--- src/rtl/ifid_fetch_queue.sv ---
// In-order fetch queue between the IF and ID stages: DEPTH entries of {inst, pc, pc+PC_INC}.
// The fetch side uses a valid/ready handshake. The decode side has stall and flush.
module ifid_fetch_queue #(
  parameter int XLEN   = 32,
  parameter int ILEN   = 32,
  parameter int DEPTH  = 4,
  parameter int PC_INC = 4
) (
  input  logic                       clk,
  input  logic                       rst_n,
  input  logic                       in_valid,
  output logic                       in_ready,
  input  logic [ILEN-1:0]            in_inst,
  input  logic [XLEN-1:0]            in_pc,
  input  logic                       stall,
  input  logic                       flush,
  output logic                       out_valid,
  output logic [ILEN-1:0]            out_inst,
  output logic [XLEN-1:0]            out_pc,
  output logic [XLEN-1:0]            out_pc_plus4,
  output logic [$clog2(DEPTH+1)-1:0] count
);

  localparam int AW = $clog2(DEPTH);
  localparam int CW = $clog2(DEPTH+1);
  localparam logic [CW-1:0] FULL = CW'(DEPTH);

  typedef struct packed {
    logic [ILEN-1:0] inst;
    logic [XLEN-1:0] pc;
    logic [XLEN-1:0] pc_plus4;
  } entry_t;

  entry_t        mem [DEPTH];
  entry_t        head;
  logic [AW-1:0] wr_ptr, rd_ptr;
  logic          push, pop;

  // in_ready is a pure function of count, so stall and flush cannot reach it combinationally.
  assign in_ready  = (count != FULL);
  assign out_valid = (count != '0);
  assign push      = in_valid & in_ready & ~flush;
  assign pop       = out_valid & ~stall & ~flush;

  always_ff @(posedge clk) begin
    if (!rst_n) begin
      count  <= '0;
      wr_ptr <= '0;
      rd_ptr <= '0;
    end else if (flush) begin
      count  <= '0;
      wr_ptr <= '0;
      rd_ptr <= '0;
    end else begin
      if (push) wr_ptr <= wr_ptr + AW'(1);
      if (pop)  rd_ptr <= rd_ptr + AW'(1);
      case ({push, pop})
        2'b10:   count <= count + CW'(1);
        2'b01:   count <= count - CW'(1);
        default: count <= count;
      endcase
    end
  end

  // Storage is not reset. Stale contents are hidden by the count-based gating on the outputs.
  always_ff @(posedge clk) begin
    if (rst_n && push)
      mem[wr_ptr] <= '{inst: in_inst, pc: in_pc, pc_plus4: in_pc + XLEN'(PC_INC)};
  end

  assign head         = mem[rd_ptr];
  assign out_inst     = out_valid ? head.inst     : '0;
  assign out_pc       = out_valid ? head.pc       : '0;
  assign out_pc_plus4 = out_valid ? head.pc_plus4 : '0;

endmodule

--- config.mk ---
export PLATFORM = sky130hd
export DESIGN_NAME = ifid_fetch_queue
export DESIGN_NICKNAME = d
export VERILOG_FILES = /design/src/rtl/ifid_fetch_queue.sv
export SDC_FILE = /design/constraint.sdc
export NUM_CORES = 1
export LEC_CHECK = 0
export CAP_MARGIN = 0
export CORE_UTILIZATION = 46
export CTS_CLUSTER_DIAMETER = 150
export DETAILED_ROUTE_END_ITERATION = 16
export PLACE_DENSITY = 0.7
export REMOVE_ABC_BUFFERS = 1
export SKIP_CTS_REPAIR_TIMING = 1
export SYNTH_ARGS = -nofsm -noshare
export SYNTH_HDL_FRONTEND = slang
export SYNTH_SLANG_ARGS = --single-unit
export TNS_END_PERCENT = 20
--- constraint.sdc ---
create_clock -name clk -period 3.7 [get_ports clk]
set_input_delay 0.74 -clock clk [delete_from_list [all_inputs] [get_ports clk]]
set_output_delay 0.74 -clock clk [all_outputs]
set_load 0.005 [all_outputs]
==> results of run 1 <==
synthesized netlist by cell type:
cell	count
a21oi_1	5
and2_1	99
and3_1	4
and4_1	4
buf_1	4
buf_2	9
buf_4	3
buf_6	8
clkbuf_1	13
clkbuf_2	1
dfxtp_1	9
edfxtp_1	376
fa_1	1
ha_1	6
inv_1	9
mux4_2	94
nand2_1	12
nand2b_1	1
nand3_1	9
nand4_1	12
nand4_2	1
nand4b_1	3
nor2_1	7
nor3_1	3
nor3_2	2
nor3_4	1
nor3b_2	1
nor4_1	1
nor4b_1	1
o21ai_0	2
or2_2	1
or3_1	2
or3b_2	1
xnor2_1	28
xor2_1	4
registers in the layout (all words and copies together), names as in the netlist, named ones only:
register / count
count: 3
mem: 376
rd_ptr: 2
wr_ptr: 2
power by group:
group          switching (mW)  internal (mW)  leakage (nW)  total [mW]
Clock                    1.58           2.27         0.619        3.86
Sequential             0.0127           4.84          3.47        4.85
Combinational           0.187          0.203          1.82       0.390
critical path, cell delays in order (launching register included):
cell and delay (ns):
dfxtp_4 0.61, buf_12 0.30, mux4_2 0.52, and2_1 0.17, clkdlybuf4s50_1 0.51
logic make-up after synthesis:
group	synth area share, %
compound gates	0.229
xor+xnor	1.83
fa+ha+maj	0.622
buf+inv	1.70
flops	75.1
mux	13.9
simple gates	6.69
layout make-up:
type / count / area (um^2)
fill: 2429 / 13700
sequential: 385 / 11500
multi-input combinational: 305 / 3560
timing repair buffer: 193 / 2050
clock buffer: 55 / 1120
tap: 442 / 553
clock inverter: 19 / 154
inverter: 9 / 33.8
antenna: 1 / 2.50
worst max path at each step:
stage | start | cells past startpoint | endpoint | slack [ns]
after global routing | register | 4 | out_pc_plus4[9] | 0.14
after floorplan | register | 2 | out_pc[0] | -1.81
after detailed placement | in_pc[11] | 5 | mem[1][29] | 0.62
final | register | 4 | out_pc_plus4[23] | 0.31
after CTS | register | 4 | out_pc_plus4[23] | 0.24
after global placement | in_pc[11] | 5 | mem[2][29] | 0.69
layer usage:
metal  wire length, um  part of all wire [%]  global-route usage (%)  vias to the layer above
li1                  -                     -                       -                     3360
met1             12700                    43                    24.7                     3855
met2             14600                    49                    29.7                      242
met3              1920                   6.4                    3.46                       42
met4               471                   1.6                    4.73                        2
met5                11                 0.037                       0                        -
cells in the final DEF (no fill, tap or decap), types with 8 or more instances in the layout:
master,instances
buf_4,10
nand4_1,12
mux4_2,94
edfxtp_1,376
buf_12,14
inv_1,8
xnor2_1,28
clkbuf_1,12
nand3_1,9
and2_1,95
nand2_1,12
clkdlybuf4s50_1,169
clkbuf_16,43
stage by stage:
step	setup slack, ns	hold WS (ns)	power (mW)
after CTS	0.244	0.505	9.19
after global placement	0.693	0.485	5.33
final	0.312	0.501	9.10
after global routing	0.139	0.531	9.38
after detailed placement	0.623	0.497	5.34
after floorplan	-1.81	0.469	5.09
==> flow_summary.json, run 1 <==
{
  "global_route_wire_length_before_repair_mm": 45.9,
  "reg2reg_depth": 9,
  "grt_setup_unrepaired": "no",
  "hold_path_startpoint": "wr_ptr[1]",
  "finalSetupViolCount": 0,
  "syn-mean-instance-area_um2": 20.7,
  "drc": 0,
  "clkTransAtPathRegs_ns": 0.06,
  "synth_largest_type_area_fraction_pct": 73.9,
  "setup.worst_path.end_class": "primary output",
  "worstSetupStartpointType": "register",
  "status": "finished, final reports clean",
  "timing_worst_setup_path_type": "reg2out",
  "grt_overflow": 0,
  "detailed_place.area_um2": 17700,
  "start_util_pct": 46.8,
  "place.detailed.hpwl_mm": 18.2,
  "ys.warnings.count": 0,
  "vias_in_the_first_global_route": 8068,
  "dieWidth_um": 184,
  "ir_drop_mv": 0.276,
  "syn-instance-count": 737,
  "slew_headroom_pct": 58.3,
  "post_synth_num_cell_types": 35,
  "path_max_fanout": 26,
  "track_usage_pct": 18.0,
  "netlist_area_um2": 15300,
  "die_h_um": 184,
  "final_design_area_no_fill_um2": 18900,
  "crit_arrival_ns": 2.65,
  "endpoint_of_the_worst_register_to_register_path": "count[2]",
  "reg2reg_start": "count[2]",
  "clkLatencyLatePin_ns": 0.53,
  "report.final.slew_viol_count": 0,
  "fin_crit_ns": 3.39,
  "placementRows": 66,
  "synth-seq-area-share_pct": 75.1,
  "worst-r2r-setup-slack_ns": 1.23,
  "min_delay_worst_endpoint": "wr_ptr[1]",
  "cts-root-buf": "clkbuf_16",
  "whs_path_depth": 2,
  "place_inst": 1334,
  "maximum_count_of_clock_buffers_along_a_single_path": 3,
  "num_vias": 7501,
  "grt_max_degree": 57,
  "clock_tree_from_tritoncts": "yes",
  "maxClockFrequency_mhz": 295,
  "clock-skew-final_ns": 0.0154,
  "first_pass_iters": 5,
  "clock_buffers_created_by_tritoncts": 41,
  "maxCapViolCount": 0,
  "finish.utilization_pct": 58.1,
  "gp_routability_congestion": 0.701,
  "finalHoldViolations": 0,
  "finalNonFillerCells": 1409,
  "core_area_um2": 32600,
  "cts.htree.levels": 2,
  "floorplan.io_pins": 170,
  "drt-initial-drc-count": 505,
  "finish.net_count": 1011,
  "average_wire_length_per_cell_after_detail_routing_um": 21.1,
  "portBuffers": 169,
  "postRouteWirelength_mm": 29.7,
  "die_area_um2": 34000,
  "p_per_area_nw_per_um2": 480,
  "synth_area_leader_cell": "edfxtp_1",
  "worst_pin_slew_ns": 0.622,
  "synth_area_leaders": "edfxtp_1 (74%), mux4_2 (14%), and2_1 (4.1%)",
  "p_leak_nw": 5.91,
  "setup_tns_ns": 0,
  "hold_class": "reg2reg",
  "final_layout_size_suffix_gt1_share_pct": 19.5,
  "synth.ff_latch_count": 385,
  "syn_to_final_growth_pct": 24.0,
  "layout_worst_path_cycle_share_pct": 91.6,
  "worst_ep_required_time_ns": 2.96,
  "clock_sinks": 385,
  "antenna_found_initial": 2,
  "antenna_violating_nets_left": 0,
  "via_per_inst": 5.32
}
(Power assumes the default switching activity.)
==> run 2: changes to the inputs <==
--- a/config.mk
+++ b/config.mk
@@ -7,7 +7,6 @@
 export LEC_CHECK = 0
 export CAP_MARGIN = 0
 export CORE_UTILIZATION = 46
-export CTS_CLUSTER_DIAMETER = 150
 export DETAILED_ROUTE_END_ITERATION = 16
 export PLACE_DENSITY = 0.7
 export REMOVE_ABC_BUFFERS = 1
@@ -15,4 +14,4 @@
 export SYNTH_ARGS = -nofsm -noshare
 export SYNTH_HDL_FRONTEND = slang
 export SYNTH_SLANG_ARGS = --single-unit
-export TNS_END_PERCENT = 20
+export TNS_END_PERCENT = 30
==> results of run 2 <==
No change in the layout: final DEF, timing and power equal those of run 1.
==> run 3: changes to the inputs <==
--- a/config.mk
+++ b/config.mk
@@ -11,6 +11,7 @@
 export PLACE_DENSITY = 0.7
 export REMOVE_ABC_BUFFERS = 1
 export SKIP_CTS_REPAIR_TIMING = 1
+export SKIP_LAST_GASP = 1
 export SYNTH_ARGS = -nofsm -noshare
 export SYNTH_HDL_FRONTEND = slang
 export SYNTH_SLANG_ARGS = --single-unit
==> results of run 3 <==
No change in the layout: final DEF, timing and power equal those of run 1.
